==> src/rtl/alu_decoder.sv <==
// RV32I ALU-operation decoder with one registered output stage.
// Counts accepted illegal instructions in a saturating counter.
package alu_decoder_pkg;
    typedef enum logic [3:0] {
        ALU_ADD,
        ALU_SUB,
        ALU_XOR,
        ALU_OR,
        ALU_AND,
        ALU_SLL,
        ALU_SRL,
        ALU_SRA,
        ALU_SLT,
        ALU_SLTU
    } aluOperations;
endpackage

module alu_decoder
    import alu_decoder_pkg::*;
#(
    parameter int CNT_W = 16
) (
    input  logic             clk,
    input  logic             rst_n,
    input  logic             in_valid,
    output logic             in_ready,
    input  logic [31:0]      instr,
    input  logic             flush,
    output logic             out_valid,
    input  logic             out_ready,
    output aluOperations     out_op,
    output logic             out_use_imm,
    output logic [31:0]      out_imm,
    output logic             out_illegal,
    output logic [CNT_W-1:0] illegal_count
);

    localparam logic [CNT_W-1:0] CNT_MAX = '1;
    localparam logic [CNT_W-1:0] CNT_ONE = {{(CNT_W-1){1'b0}}, 1'b1};

    logic [6:0]  opc;
    logic [2:0]  f3;
    logic [6:0]  f7;
    logic [31:0] imm_i, imm_s, imm_b, imm_u, imm_j, imm_sh;
    logic        is_op, is_opimm, is_load, is_jalr, is_store;
    logic        is_lui, is_auipc, is_branch, is_jal;
    logic        accept;

    aluOperations d_op;
    logic         d_use;
    logic [31:0]  d_imm;
    logic         d_ill;

    assign opc = instr[6:0];
    assign f3  = instr[14:12];
    assign f7  = instr[31:25];

    assign imm_i  = {{20{instr[31]}}, instr[31:20]};
    assign imm_s  = {{20{instr[31]}}, instr[31:25], instr[11:7]};
    assign imm_b  = {{19{instr[31]}}, instr[31], instr[7],
                     instr[30:25], instr[11:8], 1'b0};
    assign imm_u  = {instr[31:12], 12'b0};
    assign imm_j  = {{11{instr[31]}}, instr[31], instr[19:12],
                     instr[20], instr[30:21], 1'b0};
    assign imm_sh = {27'b0, instr[24:20]};

    assign is_op     = (opc == 7'b0110011);
    assign is_opimm  = (opc == 7'b0010011);
    assign is_load   = (opc == 7'b0000011);
    assign is_jalr   = (opc == 7'b1100111);
    assign is_store  = (opc == 7'b0100011);
    assign is_lui    = (opc == 7'b0110111);
    assign is_auipc  = (opc == 7'b0010111);
    assign is_branch = (opc == 7'b1100011);
    assign is_jal    = (opc == 7'b1101111);

    assign in_ready = !out_valid || out_ready;
    assign accept   = in_valid && in_ready;

    always_comb begin
        d_op  = ALU_ADD;
        d_use = 1'b0;
        d_imm = 32'b0;
        d_ill = 1'b0;
        unique case (1'b1)
            is_op: begin
                if (f7 == 7'b0000000) begin
                    case (f3)
                        3'b000: d_op = ALU_ADD;
                        3'b001: d_op = ALU_SLL;
                        3'b010: d_op = ALU_SLT;
                        3'b011: d_op = ALU_SLTU;
                        3'b100: d_op = ALU_XOR;
                        3'b101: d_op = ALU_SRL;
                        3'b110: d_op = ALU_OR;
                        3'b111: d_op = ALU_AND;
                    endcase
                end else if (f7 == 7'b0100000 && f3 == 3'b000) begin
                    d_op = ALU_SUB;
                end else if (f7 == 7'b0100000 && f3 == 3'b101) begin
                    d_op = ALU_SRA;
                end else begin
                    d_ill = 1'b1;
                end
            end
            is_opimm: begin
                d_use = 1'b1;
                d_imm = imm_i;
                case (f3)
                    3'b000: d_op = ALU_ADD;
                    3'b010: d_op = ALU_SLT;
                    3'b011: d_op = ALU_SLTU;
                    3'b100: d_op = ALU_XOR;
                    3'b110: d_op = ALU_OR;
                    3'b111: d_op = ALU_AND;
                    3'b001: begin
                        d_imm = imm_sh;
                        d_op  = ALU_SLL;
                        d_ill = (f7 != 7'b0000000);
                    end
                    3'b101: begin
                        d_imm = imm_sh;
                        if (f7 == 7'b0000000)
                            d_op = ALU_SRL;
                        else if (f7 == 7'b0100000)
                            d_op = ALU_SRA;
                        else
                            d_ill = 1'b1;
                    end
                endcase
            end
            is_load: begin
                d_use = 1'b1;
                d_imm = imm_i;
            end
            is_jalr: begin
                d_use = 1'b1;
                d_imm = imm_i;
                d_ill = (f3 != 3'b000);
            end
            is_store: begin
                d_use = 1'b1;
                d_imm = imm_s;
            end
            is_lui, is_auipc: begin
                d_use = 1'b1;
                d_imm = imm_u;
            end
            is_branch: begin
                d_imm = imm_b;
                case (f3)
                    3'b000, 3'b001: d_op = ALU_SUB;
                    3'b100, 3'b101: d_op = ALU_SLT;
                    3'b110, 3'b111: d_op = ALU_SLTU;
                    default:        d_ill = 1'b1;
                endcase
            end
            is_jal: begin
                d_use = 1'b1;
                d_imm = imm_j;
            end
            default: d_ill = 1'b1;
        endcase
        // illegal words present a clean, harmless ADD to the ALU
        if (d_ill) begin
            d_op  = ALU_ADD;
            d_use = 1'b0;
            d_imm = 32'b0;
        end
    end

    always_ff @(posedge clk or negedge rst_n) begin
        if (!rst_n) begin
            out_valid     <= 1'b0;
            out_op        <= ALU_ADD;
            out_use_imm   <= 1'b0;
            out_imm       <= 32'b0;
            out_illegal   <= 1'b0;
            illegal_count <= '0;
        end else if (flush) begin
            out_valid <= 1'b0;
        end else if (accept) begin
            out_valid   <= 1'b1;
            out_op      <= d_op;
            out_use_imm <= d_use;
            out_imm     <= d_imm;
            out_illegal <= d_ill;
            if (d_ill && illegal_count != CNT_MAX)
                illegal_count <= illegal_count + CNT_ONE;
        end else if (out_ready) begin
            out_valid <= 1'b0;
        end
    end

endmodule

==> config.mk <==
export PLATFORM = sky130hd
export DESIGN_NAME = alu_decoder
export DESIGN_NICKNAME = d
export VERILOG_FILES = /design/src/rtl/alu_decoder.sv
export SDC_FILE = /design/constraint.sdc
export NUM_CORES = 1
export LEC_CHECK = 0
export CAP_MARGIN = 30
export CORE_ASPECT_RATIO = 1.1
export CORE_MARGIN = 2
export CORE_UTILIZATION = 50
export CTS_BUF_LIST = sky130_fd_sc_hd__clkbuf_16
export CTS_CLUSTER_DIAMETER = 200
export DETAILED_ROUTE_END_ITERATION = 10
export GPL_ROUTABILITY_DRIVEN = 0
export HOLD_SLACK_MARGIN = 0.08
export PLACE_DENSITY = 0.86
export SLEW_MARGIN = 10
export SYNTH_ARGS = -nofsm -noshare
export SYNTH_HDL_FRONTEND = slang
export SYNTH_SLANG_ARGS = --single-unit
==> constraint.sdc <==
create_clock -name clk -period 2.9 [get_ports clk]
set_input_delay 0.58 -clock clk [delete_from_list [all_inputs] [get_ports clk]]
set_output_delay 0.58 -clock clk [all_outputs]
set_load 0.1 [all_outputs]
## Word level (Yosys, flattened, before mapping)

Memory sizes are Yosys's and may differ from the RTL's.
Index checks and enable logic that the tools add are counted.
Widths: inputs -> output; s select.

- Output and inout bits: 56
- Bits of input ports: 37
- Memory bits (read-only): 32
- Flip-flop bits (word level): 55
- Word-level logic and storage cells: 74
- Memories: 1

Memory list:

| memory | depth | bits a word | rd ports | clocked after memory_dff | wr ports | line | RTL |
|---|---|---|---|---|---|---|---|
| (name not given) | 8 | 4 | 1 | 0 | 0 | 88 | `case (f3)` |

- Mux-type cells: 25
- Equal/unequal tests: 18
- Reduce and logical (&&, ||, !) cells: 22
- Add/sub/neg operators: 1
- Bitwise logic cells: 1

Operators by type and width:

| kind | number |
|---|---|
| $pmux 32 s6 | 1 |
| $mux 32 | 2 |
| $pmux 4 s8 | 1 |
| $eq 7x6->1 const B | 4 |
| $pmux 4 s3 | 2 |
| $eq 7x7->1 const B | 3 |
| $add 16x1->16 const B | 1 |
| $ne 16x16->1 const B | 1 |
| $eq 7x5->1 const B | 2 |
| $eq 3x3->1 const B | 4 |
| $mux 3 | 4 |
| $reduce_or 2->1 | 6 |
| $mux 1 | 11 |
| $mux 4 | 2 |
| $eq 7x2->1 const B | 1 |
| $logic_not 7->1 | 1 |
| $reduce_bool 7->1 | 1 |
| $reduce_or 7->1 | 1 |
| $eq 3x2->1 const B | 2 |
| $reduce_bool 3->1 | 2 |
| $reduce_or 6->1 | 1 |
| $pmux 1 s5 | 1 |
| $reduce_or 5->1 | 1 |
| $logic_and 1x1->1 | 4 |
| 8 further kinds | 8 |

## Depth between registers and ports, before layout

Gate-level depths: netlist (run 1).

- Depth after elaboration: 8
- Mapped depth: 9
- Depth with buffers taken out: 7

## Least setup slack after synthesis (run 1)

OpenSTA, ideal clock, no wires.

- Path type: reg2reg
- From: register out_valid
- To: register out_imm[11]
- Data required time: 2.790 ns
- Arrival time: 2.643 ns
- Setup slack: 0.147 ns
- Clock period less this slack: 2.753 ns
- Setup time: 0.110 ns
- Stages on the path, launching flop included: 8
- Path buffers: 2
- Path through: dfrtp_1 -> nor2b_1 -> inv_1 -> nand3b_1 -> clkbuf_1 -> clkbuf_1 -> nand2_1 -> o41ai_1

- Cells in the longest elaborated chain, start to end: 4

RTL lines:

| item | line | RTL |
|---|---|---|
| from (decl) | 29 | `output logic out_valid,` |
| from (signal assigned) | 174 | `out_valid <= 1'b0;` |
| from (signal assigned) | 181 | `out_valid <= 1'b0;` |
| from (signal assigned) | 183 | `out_valid <= 1'b1;` |
| $logic_not 1->1 | 77 | `assign in_ready = !out_valid \|\| out_ready;` |
| $logic_or 1x1->1 | 77 |  |
| net in_ready | 26 | `output logic in_ready,` |
| $logic_and 1x1->1 | 78 | `assign accept = in_valid && in_ready;` |
| $reduce_and 2->1 (no source line) | n/a |  |
| to (signal assigned) | 186 | `out_imm <= d_imm;` |
| to (decl) | 33 | `output logic [31:0] out_imm,` |

The timed path passes the listed nets, and every way through them passes these cells.
A chain may end at the register's enable or synchronous reset.

## Final worst setup path (run 1)

- From: input instr[26]
- To: register illegal_count[8]

- Cells in the longest elaborated chain, start to end: 8
- Elaborated cells on any way between the ends: 14
- Classes of those cells: eq/ne (1); mux (7); reduce/logical (6)

RTL lines:

| item | line | RTL |
|---|---|---|
| from (decl) | 27 | `input logic [31:0] instr,` |
| $eq 7x6->1 | 98, 100, 125 |  |
| $logic_and 1x1->1 | 100 | `end else if (f7 == 7'b0100000 && f3 == 3'b101) begin` |
| $mux 1 | 100 |  |
| $mux 1 | 98 | `end else if (f7 == 7'b0100000 && f3 == 3'b000) begin` |
| $mux 1 | 87 | `if (f7 == 7'b0000000) begin` |
| $pmux 1 s5 * | 85 | `unique case (1'b1)` |
| $logic_and 1x1->1 * | 188 | `if (d_ill && illegal_count != CNT_MAX)` |
| $reduce_and 3->1 (no source line) * | n/a |  |
| to (signal assigned) | 189 | `illegal_count <= illegal_count + CNT_ONE;` |
| to (decl) | 35 | `output logic [CNT_W-1:0] illegal_count` |

Mark *: on every way between the ends. The rest lies on a longest branch, timed or not.

==> results of run 1 <==
-- state kept, by name (all words and copies together), names as in the netlist --
signal,count
illegal_count,16
out_illegal,1
out_imm,32
out_op,4
out_use_imm,1
out_valid,1
-- what timing repair did --
action	4_1_cts	5_1_grt
hold buffers	0	0
resized for setup	0	1
endpoints found under the setup margin	0	5
-- area by class of cell --
cell class / instances / area [um^2]
fillers: 421 / 1609
multi-input cells: 214 / 1438
flip-flops and latches: 55 / 1376
repair buffers: 120 / 1011
clock buffers: 5 / 125.1
well taps: 77 / 96.34
inverters: 6 / 22.52
clock inverters: 3 / 18.77
-- report_power, final --
part	switching (mW)	leakage [nW]	internal [mW]
Clock	0.274	0.0740	0.321
Combinational	0.581	1.13	0.210
Sequential	0.0537	0.737	0.822
Total	0.908	1.94	1.35
-- through the flow --
stage	cell area [um^2]	total power, mW	std cells	hold slack (ps)
2_1_floorplan	2904	1.442	293	284.4
3_3_place_gp	3940	1.669	472	455.5
3_5_place_dp	3940	1.681	472	461.5
4_1_cts	4084	2.274	480	439.5
5_1_grt	4088	2.353	480	473.9
6_report	4088	2.261	480	415.1
-- layer usage --
layer,track usage,wire length (um)
met2,0.4195,3915
met4,0.1041,204
met3,0.04004,327
met1,0.3400,3413
met5,0,0
-- cells by family after synthesis --
logic type	count (synthesis)
DFF	55
AOI/OAI and AO/OA	72
buffers and inverters	24
adders and majority gates	1
and+or+nand+nor	123
muxes	3
xor gates and xnor gates	15
-- critical path: stages --
cell and delay [ps]:
sky130_fd_sc_hd__clkdlybuf4s50_1 440, sky130_fd_sc_hd__or4_4 560, sky130_fd_sc_hd__or3_4 370, sky130_fd_sc_hd__o31ai_4 230, sky130_fd_sc_hd__o31ai_4 160, sky130_fd_sc_hd__o221a_2 380, sky130_fd_sc_hd__nand4_1 130, sky130_fd_sc_hd__xnor2_1 130
-- cell usage in the layout (no fill, tap or decap), types with 3 or more instances in the layout --
cell / n
sky130_fd_sc_hd__nand4_1: 4
sky130_fd_sc_hd__nand3_1: 9
sky130_fd_sc_hd__nand2b_1: 5
sky130_fd_sc_hd__xnor2_1: 8
sky130_fd_sc_hd__a22o_1: 23
sky130_fd_sc_hd__nand3b_1: 4
sky130_fd_sc_hd__nor2_1: 12
sky130_fd_sc_hd__nand2_1: 47
sky130_fd_sc_hd__o221a_2: 12
sky130_fd_sc_hd__nor2b_1: 3
sky130_fd_sc_hd__and2_1: 15
sky130_fd_sc_hd__nor3_1: 6
sky130_fd_sc_hd__xor2_1: 7
sky130_fd_sc_hd__nor4_1: 4
sky130_fd_sc_hd__dfrtp_1: 55
sky130_fd_sc_hd__inv_1: 6
sky130_fd_sc_hd__clkbuf_16: 5
sky130_fd_sc_hd__a21oi_1: 6
sky130_fd_sc_hd__buf_4: 82
sky130_fd_sc_hd__o21ai_0: 13
sky130_fd_sc_hd__a211o_1: 3
sky130_fd_sc_hd__clkdlybuf4s50_1: 35
-- path summary, 6_finish.rpt --
check	endpoint	slack, ps	cells past startpoint
hold reg to reg	out_imm[31]$_DFFE_PN0P_	470	2
setup reg to reg	illegal_count[12]$_DFFE_PN0P_	1050	6
min in group clk	out_imm[31]$_DFFE_PN0P_	470	2
setup / recovery	illegal_count[8]$_DFFE_PN0P_	120	8
hold / removal	out_imm[16]$_DFFE_PN0P_	420	2
max in group asynchronous	out_imm[11]$_DFFE_PN0P_	2030	2
==> run metrics, run 1 <==
complex-gate fraction of the synthesized area=0.2128; die height=roughly 84 um; Cells after Synth=just under 300; Setup Crit Path Kind=input pin to register; routed wire length=between 7000 and 8000 um; count of antenna-violating nets left after detailed routing=0; combinational family with the most area after synthesis=simple AND/OR/NAND/NOR gates; H-tree Lvls=2; final worst path period share=0.9592; share of layout cells above drive strength 1=0.2878; critical path capture point type=register; maximum number of pins on one net before global-route repair=between 50 and 60; worst setup margin=about 120 ps; cells taking the most area after synthesis=sky130_fd_sc_hd__dfrtp_1 47%, sky130_fd_sc_hd__a22o_1 6.9%, sky130_fd_sc_hd__nand2_1 6.1%; Synth Register Bits=55; Peak VDD IR=roughly 0.81 mV; post-synthesis simple-gate area fraction=0.2184; final hold violation count=0; via count of the first global-routing pass=~2600; drt first-iter violations=around 170; area growth from synthesis to final layout=40.76%; via count normalized by instance count=around 5.7; fmax=roughly 0.36 GHz; Detailed Routing Iterations Pass 1=4; required time of the critical path=3120 ps; final-report max-slew violation count=0; starting density of the core=0.5098; xor/xnor share of the synthesized area=0.04524; number of synthesized flops with an enable pin=0; number of diodes=0; area of the die=between 6000 and 7000 um^2; cell at the root of the clock tree=sky130_fd_sc_hd__clkbuf_16; width of the die=about 77 um; reported max-cap violation count=0; post-synthesis async set-or-reset flop share=1.000; Synth warnings=0; worst setup path startpoint=instr[26]; slew at the pin closest to its max-slew limit=between 600 and 700 ps; worst setup slack after placement=-207.8 ps; Final Setup Violations=0; FF-to-FF Start=illegal_count[0]$_DFFE_PN0P_; arithmetic-cell share of the synthesized area counting full adders, half adders and majority gates=0.004308; Row Count=29; dominant cell by count in the synthesized netlist=sky130_fd_sc_hd__dfrtp_1; class of the most critical hold timing path=input pin to asynchronous set/reset pin; Fin Clk Skew=~8.3 ps; flip-flop cell with the highest count after synthesis=sky130_fd_sc_hd__dfrtp_1; Boundary Pins=93; sum of negative setup slack=0 ps; number of buffers created by CTS=5; clock buffer depth=2; Synthesized Nets=~330; GRT Resource Usage Total=0.2563; TritonCTS clock tree=done; post-detail-place hpwl=approximately 5900 um; clock latency reported for the late side of the worst-skew pair=around 290 ps; residual overflow from global routing=0; multiplexer area fraction after synthesis=0.01120; launching element type of the critical path=input pin; top post-synthesis cells by count=55 x sky130_fd_sc_hd__dfrtp_1, 47 x sky130_fd_sc_hd__nand2_1, 23 x sky130_fd_sc_hd__a22o_1; via count of the routed design=roughly 2700; core footprint=approximately 5700 um^2; Max-Slew Margin vs Limit=0.5430; critical path data arrival time=about 3000 ps; post-CTS setup buffer count=0; Core Util, Final=0.7175; number of distinct library cells after synthesis=47; Final #Nets=440; Avg Inst Size Synth=between 9 and 10 um^2; unrepaired setup endpoints after global routing=false; cell type with the largest total area after synthesis=sky130_fd_sc_hd__dfrtp_1; Power Density=approximately 550 nW/um^2; Pleak=around 1.9 nW; antenna violations before repair=0; post-CTS clock slew at the launch and capture registers of the worst setup and hold paths=70 ps; netlist area before placement=between 2000 and 3000 um^2; CTS sink count=55; quantity of I/O buffers inserted on ports=~90; clock period minus final worst setup slack=about 2800 ps; sequential element share of the synthesized area=0.4739; final routed wire length divided by cell count=16.38 um; area share of the largest cell type after synthesis=0.4739; status=complete, no violations; first-pass GRT wire length=~13000 um; top fanout value on the critical path=7; final routed DRC violation total=0
(Power assumes the default switching activity.)
==> run 2: changes to the inputs <==
--- a/config.mk
+++ b/config.mk
@@ -8,13 +8,14 @@
 export CAP_MARGIN = 30
 export CORE_ASPECT_RATIO = 1.1
 export CORE_MARGIN = 2
-export CORE_UTILIZATION = 50
+export CORE_UTILIZATION = 46
 export CTS_BUF_LIST = sky130_fd_sc_hd__clkbuf_16
 export CTS_CLUSTER_DIAMETER = 200
 export DETAILED_ROUTE_END_ITERATION = 10
 export GPL_ROUTABILITY_DRIVEN = 0
 export HOLD_SLACK_MARGIN = 0.08
-export PLACE_DENSITY = 0.86
+export PLACE_DENSITY = 0.8
+export SETUP_SLACK_MARGIN = 0.2
 export SLEW_MARGIN = 10
 export SYNTH_ARGS = -nofsm -noshare
 export SYNTH_HDL_FRONTEND = slang
==> constraint.sdc (replaced) <==
create_clock -name clk -period 3 [get_ports clk]
set_input_delay 0.6 -clock clk [delete_from_list [all_inputs] [get_ports clk]]
set_output_delay 0.6 -clock clk [all_outputs]
set_load 0.1 [all_outputs]
==> run metrics, run 2 (synthesis gave the netlist of run 1 again) <==
clock buffer depth=2; core footprint=6156 um^2; critical path capture point type=register; Pleak=approximately 2.0 nW; kind of cell with the highest combined delay on the critical path=simple AND/OR/NAND/NOR gates; commonest non-fill, non-tap cells in the layout=83 x sky130_fd_sc_hd__buf_4, 55 x sky130_fd_sc_hd__dfrtp_1, 47 x sky130_fd_sc_hd__nand2_1, 31 x sky130_fd_sc_hd__clkdlybuf4s50_1, 23 x sky130_fd_sc_hd__a22o_1; cell with the biggest individual delay on the critical path=sky130_fd_sc_hd__or4_4; final hold violation count=0; area of the die=about 7000 um^2; P_sw=around 0.89 mW; Boundary Pins=93; worst reg2reg path depth=7; Detailed Routing Iterations Pass 1=4; WL met3=between 500 and 600 um; top fanout value on the critical path=11; unrepaired setup endpoints after global routing=false; quantity of I/O buffers inserted on ports=about 90; number of buffers created by CTS=5; Final #Nets=roughly 440; antenna violations before repair=0; drt first-iter violations=around 160; most common library cell in the layout ignoring fill and taps=sky130_fd_sc_hd__buf_4; max FFs per register=32; M1 WL=roughly 3400 um; Top Metal Used=met4; worst reg2reg endpoint=illegal_count[13]$_DFFE_PN0P_; clock latency reported for the late side of the worst-skew pair=just under 300 ps; post-CTS clock slew at the launch and capture registers of the worst setup and hold paths=~70 ps; routed wire length=8229 um; post-route design area=4164 um^2; CP Cell Sequence=dlymetal6s2s_1, or4_4, or3_4, o31ai_4, o31ai_4, buf_4, o21ai_1, buf_4, o221a_2; fmax=0.3842 GHz; width of the die=~80 um; Core Util, Final=0.6764; Setup Crit Path Kind=input pin to register; via count of the first global-routing pass=~2500; Power Density=approximately 550 nW/um^2; via count normalized by instance count=approximately 5.7; placed cells=approximately 470; slew at the pin closest to its max-slew limit=roughly 570 ps; share of layout cells above drive strength 1=0.3020; Pwr Total=2.285 mW; first-pass GRT wire length=roughly 13000 um; P_int=1.396 mW; final routed wire length divided by cell count=approximately 17 um; die height=~87 um; number of diodes=0; Final Non-Filler Cells=484; met2 WL=about 4200 um; class of the most critical hold timing path=input pin to asynchronous set/reset pin; area growth from synthesis to final layout=43.39%; sequential cell fraction of total power=0.373; hold slack=roughly 230 ps; Fin Clk Skew=between 3 and 4 ps; TritonCTS clock tree=done; Comb power frac=0.336; final-report max-slew violation count=0; Max-Slew Margin vs Limit=0.6194; CTS sink count=55; cell at the root of the clock tree=sky130_fd_sc_hd__clkbuf_16; GRT Resource Usage Total=0.2384; reported max-cap violation count=0; number of fill cells=~510; share of power burned in the clock network=0.291; count of antenna-violating nets left after detailed routing=0; Top Registers=out_imm x32, illegal_count x16, out_op x4; post-cts hold buffer count=0; H-tree Lvls=2; net switching share of the total power=0.3891; final worst path period share=0.8675; post-detail-place hpwl=6109 um; via count of the routed design=between 2000 and 3000; maximum number of pins on one net before global-route repair=29; Crit path largest cell delay=about 550 ps; area post-placement=3924 um^2; Biggest register=out_imm; Peak VDD IR=~0.32 mV; FF-to-FF Start=illegal_count[6]$_DFFE_PN0P_; Final Setup Violations=0; critical path data arrival time=2840 ps; launching element type of the critical path=input pin; Row Count=30; required time of the critical path=~3200 ps; residual overflow from global routing=0; status=complete, no violations; starting density of the core=0.4717; clock period minus final worst setup slack=2603 ps; total buffers and inverters traversed by the critical path=3; register-to-register path setup slack=1020 ps; final routed DRC violation total=0
==> run 2: cell types whose count changed in the layout (fill, tap and decap cells not counted) <==
cell                              before  now
sky130_fd_sc_hd__clkinvlp_4            0    1
sky130_fd_sc_hd__nor3_1                6    3
sky130_fd_sc_hd__nor4_1                4    2
sky130_fd_sc_hd__nor4_2                0    2
sky130_fd_sc_hd__dlymetal6s2s_1        0    4
sky130_fd_sc_hd__buf_4                82   83
sky130_fd_sc_hd__clkdlybuf4s50_1      35   31
sky130_fd_sc_hd__bufinv_16             0    1
sky130_fd_sc_hd__clkinv_2              2    0
sky130_fd_sc_hd__nor3_2                0    3
==> run 2: layout make-up <==
cell class,count,area [um^2],share of cell area
sequential,55,1376,0.3305
clock buffer,5,125.1,0.03005
timing repair buffer,121,1028,0.2470
clock inverter,3,46.29,0.01112
tap,80,100.1,0.02404
inverter,6,22.52,0.005409
multi-input combinational,214,1465,0.3519
==> run 2: power by group through the flow <==
stage	Clock (mW)	Combinational, mW	Sequential [mW]
floorplan	0	0.147	1.25
global placement	0	0.755	0.864
detailed placement	0	0.760	0.866
CTS	0.674	0.763	0.853
global route	0.706	0.802	0.861
finish	0.665	0.767	0.853
==> run 2: worst reg2reg max path: cells and delay by family (launching register included) <==
kind,cells,cell delay (ps)
DFF,1,430
xor gates and xnor gates,1,180
buffers and inverters,1,160
and+or+nand+nor,4,780
AOI/OAI and AO/OA,1,310
==> run 2: metrics by stage <==
step / setup WS [ps] / TNS [ps]
after detailed placement: -133.4 / -1783
final: 397.4 / 0
after CTS: 209.6 / 0
after global placement: -72.68 / -647.7
after global routing: 252.0 / 0
after floorplan: 246.9 / 0
==> run 2: timing repair <==
item	CTS	global route
setup buffers	0	2
resized for setup	0	10
setup endpoints to repair	5	29
hold endpoints to repair	0	0
pin swaps	2	7
==> run 2: worst max-delay path by stage <==
stage	start	to	slack [ps]	cells after the start
final	instr[28]	out_imm[29]$_DFFE_PN0P_	400	9
after global routing	instr[13]	out_imm[29]$_DFFE_PN0P_	250	8
after CTS	instr[26]	illegal_count[13]$_DFFE_PN0P_	210	8
after detailed placement	instr[26]	illegal_count[13]$_DFFE_PN0P_	-130	8
after global placement	instr[26]	illegal_count[15]$_DFFE_PN0P_	-70	8
after floorplan	out_valid$_DFFE_PN0P_	out_imm[11]$_DFFE_PN0P_	250	7
==> run 2: metal layers <==
layer	vias up	GRT usage
met5	-	0
met4	0	0.06626
met3	11	0.03527
met2	94	0.4041
met1	1379	0.3193
li1	1285	-
